### src/rtl/cix_pkg.sv
// Shared opcodes, widths and FSM state type for the custom-instruction arbiter.
package cix_pkg;

  localparam int DATA_W = 19;
  localparam int OP_W   = 5;

  localparam logic [OP_W-1:0] OP_FFT = 5'b10000;
  localparam logic [OP_W-1:0] OP_ENC = 5'b10001;
  localparam logic [OP_W-1:0] OP_DEC = 5'b10010;

  typedef enum logic [1:0] {
    ST_IDLE  = 2'd0,
    ST_START = 2'd1,
    ST_WAIT  = 2'd2,
    ST_RESP  = 2'd3
  } cix_state_e;

  function automatic logic is_legal_op(input logic [OP_W-1:0] op);
    return (op == OP_FFT) || (op == OP_ENC) || (op == OP_DEC);
  endfunction

endpackage

### src/rtl/cix_rr_pick.sv
// Combinational round-robin picker: first asserted request searching upward from ptr+1 with wrap.
// Zero latency; no flow control of its own, the caller decides when a grant is taken.
module cix_rr_pick #(
  parameter  int NUM_REQ = 4,
  localparam int IDX_W   = $clog2(NUM_REQ)
) (
  input  logic [NUM_REQ-1:0] req,
  input  logic [IDX_W-1:0]   ptr,
  output logic [NUM_REQ-1:0] grant,
  output logic [IDX_W-1:0]   idx,
  output logic               any
);

  logic [IDX_W-1:0] cand;

  // k runs 1..NUM_REQ so the last-granted requester is checked last.
  always_comb begin
    grant = '0;
    idx   = '0;
    any   = 1'b0;
    cand  = '0;
    for (int k = 1; k <= NUM_REQ; k++) begin
      cand = IDX_W'((int'(ptr) + k) % NUM_REQ);
      if (!any && req[cand]) begin
        any         = 1'b1;
        idx         = cand;
        grant[cand] = 1'b1;
      end
    end
  end

endmodule

### src/rtl/cix_rr_arbiter.sv
// Round-robin sequencer sharing one custom unit: grant in cycle 0, cu_start in 1, response at 2+L.
// One op in flight; holds the response until the addressed rsp_ready. Watchdog under CIX_TIMEOUT_EN.
module cix_rr_arbiter
  import cix_pkg::*;
#(
  parameter int NUM_REQ = 4,
  parameter int DATA_W  = cix_pkg::DATA_W,
  parameter int OP_W    = cix_pkg::OP_W
`ifdef CIX_TIMEOUT_EN
  ,
  parameter int TIMEOUT_CYC = 64
`endif
) (
  input  logic                      clk,
  input  logic                      rst,
  input  logic [NUM_REQ-1:0]        req_valid,
  output logic [NUM_REQ-1:0]        req_ready,
  input  logic [NUM_REQ*OP_W-1:0]   req_op,
  input  logic [NUM_REQ*DATA_W-1:0] req_data,
  output logic [NUM_REQ-1:0]        rsp_valid,
  input  logic [NUM_REQ-1:0]        rsp_ready,
  output logic [DATA_W-1:0]         rsp_data,
  output logic                      rsp_err,
  output logic                      cu_start,
  output logic [OP_W-1:0]           cu_op,
  output logic [DATA_W-1:0]         cu_data,
  input  logic                      cu_done,
  input  logic [DATA_W-1:0]         cu_result,
  output logic                      busy
);

  localparam int IDX_W = $clog2(NUM_REQ);

  cix_state_e          state;
  logic [IDX_W-1:0]    ptr;
  logic [NUM_REQ-1:0]  id_oh;
  logic [OP_W-1:0]     op_q;
  logic [DATA_W-1:0]   data_q;

  logic [NUM_REQ-1:0]  gnt_oh;
  logic [IDX_W-1:0]    gnt_idx;
  logic                gnt_any;
  logic [OP_W-1:0]     op_sel;
  logic [DATA_W-1:0]   data_sel;
  logic                rsp_hs;

`ifdef CIX_TIMEOUT_EN
  localparam int TO_W = $clog2(TIMEOUT_CYC + 1);
  logic [TO_W-1:0] to_cnt;
`endif

  cix_rr_pick #(
    .NUM_REQ (NUM_REQ)
  ) u_pick (
    .req   (req_valid),
    .ptr   (ptr),
    .grant (gnt_oh),
    .idx   (gnt_idx),
    .any   (gnt_any)
  );

  always_comb begin
    op_sel   = '0;
    data_sel = '0;
    for (int i = 0; i < NUM_REQ; i++) begin
      if (gnt_oh[i]) begin
        op_sel   = req_op[i*OP_W +: OP_W];
        data_sel = req_data[i*DATA_W +: DATA_W];
      end
    end
  end

  // Grants are only offered in IDLE, so at most one requester sees ready.
  assign req_ready = (state == ST_IDLE) ? gnt_oh : '0;
  assign rsp_hs    = (state == ST_RESP) && ((rsp_ready & id_oh) != '0);
  assign busy      = (state != ST_IDLE);
  assign cu_op     = op_q;
  assign cu_data   = data_q;

  always_ff @(posedge clk or posedge rst) begin
    if (rst) begin
      state     <= ST_IDLE;
      ptr       <= IDX_W'(NUM_REQ - 1);
      id_oh     <= '0;
      op_q      <= '0;
      data_q    <= '0;
      rsp_valid <= '0;
      rsp_data  <= '0;
      rsp_err   <= 1'b0;
      cu_start  <= 1'b0;
`ifdef CIX_TIMEOUT_EN
      to_cnt    <= '0;
`endif
    end else begin
      cu_start <= 1'b0;
      case (state)
        ST_IDLE: begin
          if (gnt_any) begin
            ptr    <= gnt_idx;
            id_oh  <= gnt_oh;
            op_q   <= op_sel;
            data_q <= data_sel;
            if (is_legal_op(op_sel)) begin
              state    <= ST_START;
              cu_start <= 1'b1;
            end else begin
              // Illegal opcodes never reach the unit; answer directly with an error.
              state     <= ST_RESP;
              rsp_valid <= gnt_oh;
              rsp_data  <= '0;
              rsp_err   <= 1'b1;
            end
          end
        end
        ST_START: begin
          state <= ST_WAIT;
`ifdef CIX_TIMEOUT_EN
          to_cnt <= '0;
`endif
        end
        ST_WAIT: begin
          if (cu_done) begin
            state     <= ST_RESP;
            rsp_valid <= id_oh;
            rsp_data  <= cu_result;
            rsp_err   <= 1'b0;
          end
`ifdef CIX_TIMEOUT_EN
          else if (to_cnt == TO_W'(TIMEOUT_CYC - 1)) begin
            state     <= ST_RESP;
            rsp_valid <= id_oh;
            rsp_data  <= '0;
            rsp_err   <= 1'b1;
          end else begin
            to_cnt <= to_cnt + 1'b1;
          end
`endif
        end
        ST_RESP: begin
          if (rsp_hs) begin
            state     <= ST_IDLE;
            rsp_valid <= '0;
            rsp_data  <= '0;
            rsp_err   <= 1'b0;
          end
        end
        default: state <= ST_IDLE;
      endcase
    end
  end

endmodule
### config.mk
export PLATFORM = sky130hd
export DESIGN_NAME = cix_rr_arbiter
export DESIGN_NICKNAME = d
export VERILOG_FILES = /design/src/rtl/cix_pkg.sv /design/src/rtl/cix_rr_pick.sv /design/src/rtl/cix_rr_arbiter.sv
export SDC_FILE = /design/constraint.sdc
export NUM_CORES = 1
export LEC_CHECK = 0
export ABC_AREA = 1
export CAP_MARGIN = 20
export CORE_ASPECT_RATIO = 1.75
export CORE_MARGIN = 3
export CORE_UTILIZATION = 41
export DETAILED_ROUTE_END_ITERATION = 6
export GPL_TIMING_DRIVEN = 0
export PLACE_DENSITY_LB_ADDON = 0.3
export REMOVE_ABC_BUFFERS = 1
export SYNTH_ARGS = -nofsm -noshare
export SYNTH_HDL_FRONTEND = slang
export SYNTH_SLANG_ARGS = --single-unit
### constraint.sdc
create_clock -name clk -period 3.1 [get_ports clk]
set_input_delay 0.62 -clock clk [delete_from_list [all_inputs] [get_ports clk]]
set_output_delay 0.62 -clock clk [all_outputs]
set_load 0.02 [all_outputs]
---- After elaboration in Yosys (flattened, before gate mapping) ----
Cells that the tools add are included.
storage, ports and cells
  logic and storage cells ................. 115
  register bits ........................... 57
  output and inout bits ................... 54
  input port bits ......................... 126
cells by class
  $add $sub $neg .......................... 4
  reductions and logical operators ........ 20
  magnitude comparators ................... 8
  equal/unequal tests ..................... 10
  bitwise gates (word level) .............. 4
  multiplexer cells ....................... 60
operators with widths
  kind                 count
  $mux 19              8
  $pmux 19 s3          1
  $mux 4               9
  $mux 5               4
  $mux 1               19
  $mux 2               8
  $eq 5x5->1 const B   3
  $lt 2x3->1 const B   4
  $or 4x4->4           3
  $pmux 4 s3           1
  $bmux 1 s2           4
  $demux 1 s2          4
  $ge 2x1->1 const B   4
  $logic_and 1x1->1    8
  $ne 2x2->1 const B   4
  $pmux 2 s4           1
  $reduce_and 5->1     1
  $add 2x1->2 const B  2
  $add 2x2->2 const B  2
  $and 4x4->4          1
  $eq 2x2->1 const B   2
  $reduce_bool 4->1    1
  $logic_not 1->1      3
  $pmux 1 s3           1
  other kinds (7)      8

---- Longest topological paths before layout ----
Gate-level depths: netlist of run 1.
  word-level depth ........................ 23
  depth in mapped cells ................... 23
  gate-level depth less buffers ........... 21

---- Cells and area by module ----
A second synthesis of run 1 with hierarchy kept.
second synthesis, totals
  cell total of the unflattened synthesis .. 534
  area total of the unflattened synthesis .. 3829.9 µm²
modules (own cells, without submodules)
  module          instances  cells each  area an instance (µm²)  seq. area each (µm²)
  cix_rr_arbiter  1          453         3294.4                  1428.9
  cix_rr_pick     1          81          535.5                   0.0

---- Worst setup path after synthesis of run 1 ----
Ideal clock, no wire load.
  path kind ............................... reg-to-output
  start point ............................. reg ptr[0]
  end point ............................... out req_ready[2]
  data required time ...................... 2.480 ns
  cell stages (with the launch flop) ...... 14
  arrival time ............................ 2.449 ns
  setup slack ............................. 0.031 ns
  buffers on the path ..................... 3
  cells stage by stage .................... dfstp_2 buf_4 inv_4 ha_1 inv_1 o211ai_1 nand2_1 nor2_1 nand2_2 nand3_4 buf_6 clkbuf_1 nand2_1 inv_1
between the ends
  word-level cells in the longest chain between the ends .. 14
  elaborated cells between the ends (all ways) .. 49
  classes of those cells .................. add/sub: 4; order compare: 8; mux: 24; bitwise: 3; reduce/logical: 10
ends and longest elaborated chain
  item                                                 line                  source
  start: declaration                                   cix_rr_arbiter.sv:35  logic [IDX_W-1:0] ptr;
  start signal: assignment                             cix_rr_arbiter.sv:83  ptr <= IDX_W'(NUM_REQ - 1);
  start signal: assignment                             cix_rr_arbiter.sv:99  ptr <= gnt_idx;
  branches (longest 12 deep; another with $lt 2x3->1)  --
  $mux 4 (*)                                           cix_rr_pick.sv:24     if (!any && req[cand]) begin
  $mux 4 (*)                                           cix_rr_arbiter.sv:74  assign req_ready = (state == ST_IDLE) ? gnt_oh : '0;
  end: declaration                                     cix_rr_arbiter.sv:17  output logic [NUM_REQ-1:0] req_ready,
Mark *: on every way between the ends. The select of a mux whose other input is x is not followed.

---- Worst setup path in the final report of run 1 ----
  start point ............................. reg ptr[1]
  end point ............................... out req_ready[3]
The elaborated chain is that of the path after synthesis.

==> impl_metrics.yaml, run 1 <==
status:
  status: "complete, but fails checks"
  violations: "setup timing"
final_layout:
  area.growth.synth_to_final_pct: 83.5
  layout-drive-gt1-share_pct: 20.0
  diodes: 0
  post-route-util_pct: 77.7
  multi_input_area_um2: 2270
  register_area_um2: 1430
  fin_nets: 879
  num-fill-cells: 591
drt:
  drt-pass1-iter-count: 5
  ant_nets: 0
  drc: 0
  vias_per_cell: 5.57
  routed_wl_um: 16900
  wire_per_inst_um: 19.7
  via_count: 4800
  dr.first_iter.drc_count: 362
worst_hold_path:
  hold_path.class: "register to register"
  hp-start: "rsp_data[10]$_DFFE_PP0P_"
clock_tree:
  clk_pin_slew_worst_paths_ns: 0.05
  cts.sinks: 57
  cts_max_level: 3
  cts_tree: "built"
  hold_buffers: 0
  cts.path.max_buffers: 2
  cts_root_buffer: "clkbuf_16"
  cts_buffers: 9
  worstSkewPairLatency_ns: 0.33
die:
  die_h_um: 132
  die_w_um: 77.8
  pin_count: 180
  coreArea_um2: 8730
  rows: 45
  die_area_um2: 10200
  initial_core_util_pct: 42.4
logic_synthesis:
  async_flop_share_pct: 100
  synth.distinct_cells: 37
  yosys_warnings: 0
  yosysMostFrequentCell: "nand2_1"
  synth_top_area_share_pct: 37.2
  synth_ff_type: "dfrtp_1"
  ys_seq_area_share_pct: 38.6
  ys_ff_latch: 57
  syn_inst: 513
  synth_common_cells: "nand2_1 (163), a21oi_1 (61), dfrtp_1 (55), inv_1 (50), nand3_1 (33)"
  syn_area_per_cell_um2: 7.21
  yosys.area.top_type: "dfrtp_1"
  synth_area_leaders: "dfrtp_1 (37%), nand2_1 (17%), a21oi_1 (8.3%)"
  syn_area_um2: 3700
  synth_edf_count: 0
sta:
  clock-skew-final_ns: 0.00720
  setup_viol: 20
  fin_crit_ns: 3.17
  fin_hold_ws_ns: 0.469
  slew_violations: 0
  fin_ws_ns: -0.0730
  hold_viol: 0
  slew_headroom_pct: 42.2
  fmax_ghz: 0.315
  worst_pin_slew_ns: 0.867
  grt_setup_unrepaired: "yes"
  period_share_pct: 102
worst_setup_path:
  cpLargestDelayFamily: "simple AND/OR/NAND/NOR gates"
  start_kind: "register"
  critPathMaxStageDelay_ns: 0.56
  path_max_fanout: 6
  cp.arrival_ns: 2.55
  crit_top_cell: "nor2_4"
  crit_path_end_kind: "output pin"
  crit_start: "ptr[1]$_DFFE_PP1P_"
  crit_buf_inv: 5
  critPathRequiredTime_ns: 2.48
  worstReg2RegStart: "ptr[1]$_DFFE_PP1P_"
  crit_type: "register to output pin"
  crit_chain: "clkinvlp_4, ha_4, inv_4, nand2_4, nand2_8, nor2_4, buf_4, nand2_4, nor2_4, nor2_4, nand2_8, nand2_1, inv_2, buf_6"
  crit_slowest_cell: "dfstp_2"
pwr:
  p_leak_uw: 0.00325
  sw_frac_of_total_pct: 50.1
  p_sw_uw: 4640
  p_clk_share_pct: 11.4
  power.share.sequential_pct: 13.5
  p_per_area_nw_per_um2: 1370
  p_int_uw: 4620
  ir_drop_mv: 0.813
  p_comb_share_pct: 75.0
placed_design:
  gp_congestion: 0.906
  port_buffers: 179
  dp_hpwl_um: 9280
grt:
  grt_pass1_wl_um: 22800
  overflow: 0
  grt_pass1_vias: 4616
  grt_antenna_before_repair: 0
  grt_usage_pct: 28.4
  grt_max_degree: 41
job:
  cap_violations: 0
## timing repair
action / in CTS / in global routing
buffers inserted: 23 / 27
endpoints found under the setup margin: 58 / 55
pin swaps: 8 / 16
gates resized for setup: 41 / 65
gates cloned: 6 / 4
endpoints found under the hold margin: 0 / 0
## kinds of logic after synthesis
family	synth area share [%]
AND/OR/NAND/NOR	29.0
adder cells (fa/ha/maj)	4.40
AO/OA/AOI/OAI	18.5
flip-flops	38.6
buffers and inverters	9.41
## cells in the final DEF (no fill, tap or decap), types with 4 or more instances in the layout
cell type,synthesis,layout
a21o_1,4,4
a21oi_1,61,53
a21oi_2,0,5
a22o_1,4,4
a22oi_1,4,4
buf_12,0,10
buf_4,2,34
buf_6,3,10
clkbuf_16,0,10
clkdlybuf4s50_1,0,175
clkinv_2,0,4
clkinvlp_4,0,6
dfrtp_1,55,55
ha_1,13,12
inv_1,50,42
inv_2,6,8
nand2_1,163,152
nand2_2,3,11
nand2_4,3,5
nand2_8,0,4
nand3_1,33,23
nand3_2,3,11
nand3_4,2,8
nand4_1,5,5
nor2_1,25,23
nor2_4,2,7
o211ai_1,16,16
o21ai_0,14,14
## area by class of cell
type	count	share of cell area, %
repair buffers	232	34.9
multi-input cells	380	33.5
flip-flops and latches	57	21.1
inverters	58	3.58
clock buffers	10	3.38
well taps	117	2.16
clock inverters	6	1.22
repair inverters	2	0.221
## per-layer routing
metal  global-route usage (%)  share of wire [%]  routed length [µm]  vias to the layer above
met5                        0                  0                   0                        -
met4                     13.9                4.5                 756                        0
met1                     28.7                 33                5530                     2269
met2                     52.6                 55                9290                      325
met3                     6.93                8.1                1370                       59
li1                         -                  -                   -                     2147
## worst register-to-register path, cell delays in order, from the launching register on
cell and delay (ns):
dfstp_2 0.56, clkinvlp_4 0.11, ha_4 0.32, inv_4 0.05
nand2_4 0.09, nand2_8 0.08, nor2_4 0.19, buf_6 0.15
nand4_1 0.19, nand3_4 0.19, buf_12 0.15, a21oi_4 0.05
nand2_2 0.06, nand2_2 0.08, nor2_4 0.20, nand3_4 0.23
buf_12 0.21, nand3_2 0.06, nand2_1 0.08
## through the flow
step                      power [µW]  area [µm²]  setup slack [ns]  setup TNS, ns  cells
after floorplan                 4300        3570           -0.0489          -1.17    488
after global placement          5760        5510            -0.816         -40.99    784
after detailed placement        5930        5550            -0.897         -39.37    786
after CTS                       7660        6210           -0.0108        -0.0108    831
after global routing            9740        6780            -0.180          -3.79    862
final                           9260        6780           -0.0730         -0.771    862
## final timing paths
| check | to | slack, ns | cells past startpoint |
|---|---|---|---|
| max | req_ready[3] | -0.07 | 14 |
| min | rsp_data[10]$_DFFE_PP0P_ | 0.47 | 2 |
| max reg2reg | rsp_data[8]$_DFFE_PP0P_ | -0.07 | 18 |
| min reg2reg | rsp_data[10]$_DFFE_PP0P_ | 0.47 | 2 |
| max in group asynchronous | ptr[1]$_DFFE_PP1P_ | 1.84 | 3 |
| min in group asynchronous | cu_data[2]$_DFFE_PP0P_ | 0.62 | 2 |
## power groups by stage
stage	clock network [µW]	registers (µW)	logic (µW)
CTS	1070	1240	5360
finish	1060	1250	6950
floorplan	0	1550	2750
detailed placement	0	1270	4650
global route	1090	1280	7360
global placement	0	1260	4500
## state kept, by name, summed over array words and instances (netlist names)
name and cells:
cu_data 19, cu_op 5, cu_start 1, id_oh 4, ptr 2, rsp_data 19, rsp_err 1, rsp_valid 4
state 2
Note: power is estimated with default switching activity, not from simulation.
==> run 2, diff against run 1 <==
CORE_UTILIZATION = 42   (was 41)
SYNTH_HIERARCHICAL = 1   (was default)
==> impl_metrics.yaml, run 2 <==
sta:
  grt_setup_unrepaired: "yes"
  slew_headroom_pct: 34.8
  period_share_pct: 108
  worst_pin_slew_ns: 0.978
  fmax_ghz: 0.298
  fin_crit_ns: 3.36
  setup_viol: 52
  hold_viol: 0
  slew_violations: 0
  clock-skew-final_ns: 0.00866
  fin_ws_ns: -0.258
worst_setup_path:
  crit_top_cell: "buf_4"
  crit_buf_inv: 9
  critPathMaxStageDelay_ns: 0.59
  cp.arrival_ns: 3.60
  crit_path_end_kind: "register"
  crit_start: "ptr[1]$_DFFE_PP1P_"
  crit_chain: "clkinvlp_4, ha_4, inv_4, nand3_4, nand2_4, nor2_4, buf_6, nand4_1, nand3_4, buf_6, a21oi_4, nand2_2, nand2_2, buf_4, buf_4, buf_4, buf_4, buf_4, a31oi_2"
  cpLargestDelayFamily: "buffers and inverters"
  crit_slowest_cell: "dfstp_2"
  crit_type: "register to register"
  path_max_fanout: 6
  worstReg2RegStart: "ptr[1]$_DFFE_PP1P_"
  start_kind: "register"
  critPathRequiredTime_ns: 3.34
grt:
  grt_pass1_wl_um: 24900
  grt_antenna_before_repair: 0
  grt_max_degree: 35
  overflow: 0
  grt_usage_pct: 31.0
  grt_pass1_vias: 4931
job:
  cap_violations: 0
placed_design:
  post_dp_cell_area_um2: 5680
  dp.cells: 800
  post-place-ws_ns: -1.86
  dp_hpwl_um: 9660
  port_buffers: 179
  gp_congestion: 0.887
die:
  die_area_um2: 10300
  pin_count: 180
  initial_core_util_pct: 43.6
  rows: 45
  die_w_um: 78.2
  die_h_um: 132
  coreArea_um2: 8780
pwr:
  p_leak_uw: 0.00333
  ir_drop_mv: 0.884
  p_per_area_nw_per_um2: 1350
logic_synthesis:
  synth_top_area_share_pct: 35.9
  synth_area_leaders: "dfrtp_1 (36%), nand2_1 (16%), nand3_1 (14%)"
  syn_inst: 534
  yosysMostFrequentCell: "nand2_1"
  syn_area_per_cell_um2: 7.17
  synth.distinct_cells: 31
  async_flop_share_pct: 100
  ys_ff_latch: 57
  syn_area_um2: 3830
  yosys_warnings: 6
  synth_edf_count: 0
  ys_seq_area_share_pct: 37.3
  yosys.area.top_type: "dfrtp_1"
  synth_common_cells: "nand2_1 (165), nand3_1 (107), dfrtp_1 (55), inv_1 (39), a21oi_1 (34)"
  synth_ff_type: "dfrtp_1"
worst_hold_path:
  hp-start: "rsp_data[4]$_DFFE_PP0P_"
  hold_path.class: "register to register"
clock_tree:
  cts_buffers: 9
  cts_tree: "built"
  hold_buffers: 0
  cts.sinks: 57
  clk_pin_slew_worst_paths_ns: 0.05
  cts_max_level: 3
  cts_root_buffer: "clkbuf_16"
  cts.path.max_buffers: 2
  worstSkewPairLatency_ns: 0.34
drt:
  drc: 0
  routed_wl_um: 17600
  via_count: 5054
  wire_per_inst_um: 19.9
  ant_nets: 0
  dr.first_iter.drc_count: 333
  vias_per_cell: 5.73
  drt-pass1-iter-count: 5
final_layout:
  stdcell_count: 882
  diodes: 0
  layout_common_cells: "clkdlybuf4s50_1 (175), nand2_1 (151), nand3_1 (80)"
  mostFrequentLayoutCell: "clkdlybuf4s50_1"
  layout-drive-gt1-share_pct: 22.2
  fin_nets: 900
  area.growth.synth_to_final_pct: 83.1
  stdcell_area_um2: 7010
status:
  status: "complete, but fails checks"
  violations: "setup timing"
-- run 2: changes by cell type after synthesis, moves of 4 or more --
cell     previous run  this run
nand3_1            33       107
a21oi_1            61        34
inv_1              50        39
nor2_1             25        16
buf_2               3         8
a21o_1              4         0
a22o_1              4         0
a22oi_1             4         0
o21ai_0            14        10
-- run 2: routing by layer --
metal	vias to the layer above	share of wire, %	GRT usage, %
met1	2377	31	29.7
met2	321	53	56.0
met4	0	7.4	22.0
met3	99	8.0	7.93
li1	2257	-	-
met5	-	0	0
-- run 2: final timing paths --
kind | endpoint | slack, ns | depth (start not counted)
setup / recovery | cu_op[2]$_DFFE_PP0P_ | -0.26 | 19
hold / removal | rsp_data[4]$_DFFE_PP0P_ | 0.48 | 2
setup reg to reg | cu_op[2]$_DFFE_PP0P_ | -0.26 | 19
hold reg to reg | rsp_data[4]$_DFFE_PP0P_ | 0.48 | 2
max in group asynchronous | cu_op[0]$_DFFE_PP0P_ | 1.86 | 3
min in group asynchronous | cu_data[4]$_DFFE_PP0P_ | 0.67 | 2
-- run 2: cell families after synthesis --
kind of cell             after synthesis  synth area share (%)
flip-flops                            57                  37.3
AO/OA/AOI/OAI                         74                  11.7
AND/OR/NAND/NOR                      311                  37.5
buffers and inverters                 79                  9.28
adder cells (fa/ha/maj)               13                  4.25
-- run 2: repair_timing --
item                                    CTS  global route
endpoints found under the setup margin   59            54
buffers inserted                         49             8
gates cloned                              8             4
pin swaps                                28            26
resized for setup                        65            52
-- run 2: final cells by class --
type | count | area, µm²
Clock inverter | 2 | 35.0
Inverter | 45 | 210
Timing Repair Buffer | 239 | 2410
Sequential cell | 57 | 1430
Multi-Input combinational cell | 408 | 2490
Fill cell | 605 | 1770
Clock buffer | 13 | 280
Timing Repair inverter | 1 | 6.26
Tap cell | 117 | 146
-- run 2: report_power, final --
group / internal, µW / switching [µW] / total, µW
sequential: 1050 / 177 / 1230
clock: 702 / 338 / 1040
combinational: 2920 / 4270 / 7190
-- run 2: worst register-to-register path, stage by stage (launching register included) --
cell and delay, ns:
dfstp_2 0.59, clkinvlp_4 0.14, ha_4 0.32, inv_4 0.05, nand3_4 0.10, nand2_4 0.09
nor2_4 0.20, buf_6 0.13, nand4_1 0.24, nand3_4 0.24, buf_6 0.16, a21oi_4 0.05
nand2_2 0.08, nand2_2 0.07, buf_4 0.13, buf_4 0.12, buf_4 0.12, buf_4 0.12
buf_4 0.13, a31oi_2 0.19
-- run 2: stage by stage --
stage          hold WS, ns  TNS [ns]  util [%]  power [µW]
2_1_floorplan        0.474    -20.21         -        4150
3_3_place_gp         0.455    -85.29      63.6        5610
3_5_place_dp         0.460    -74.95      64.7        5900
4_1_cts              0.471         0      76.2        8510
5_1_grt              0.498    -12.20      79.8        9920
6_report             0.477     -6.80      79.8        9460
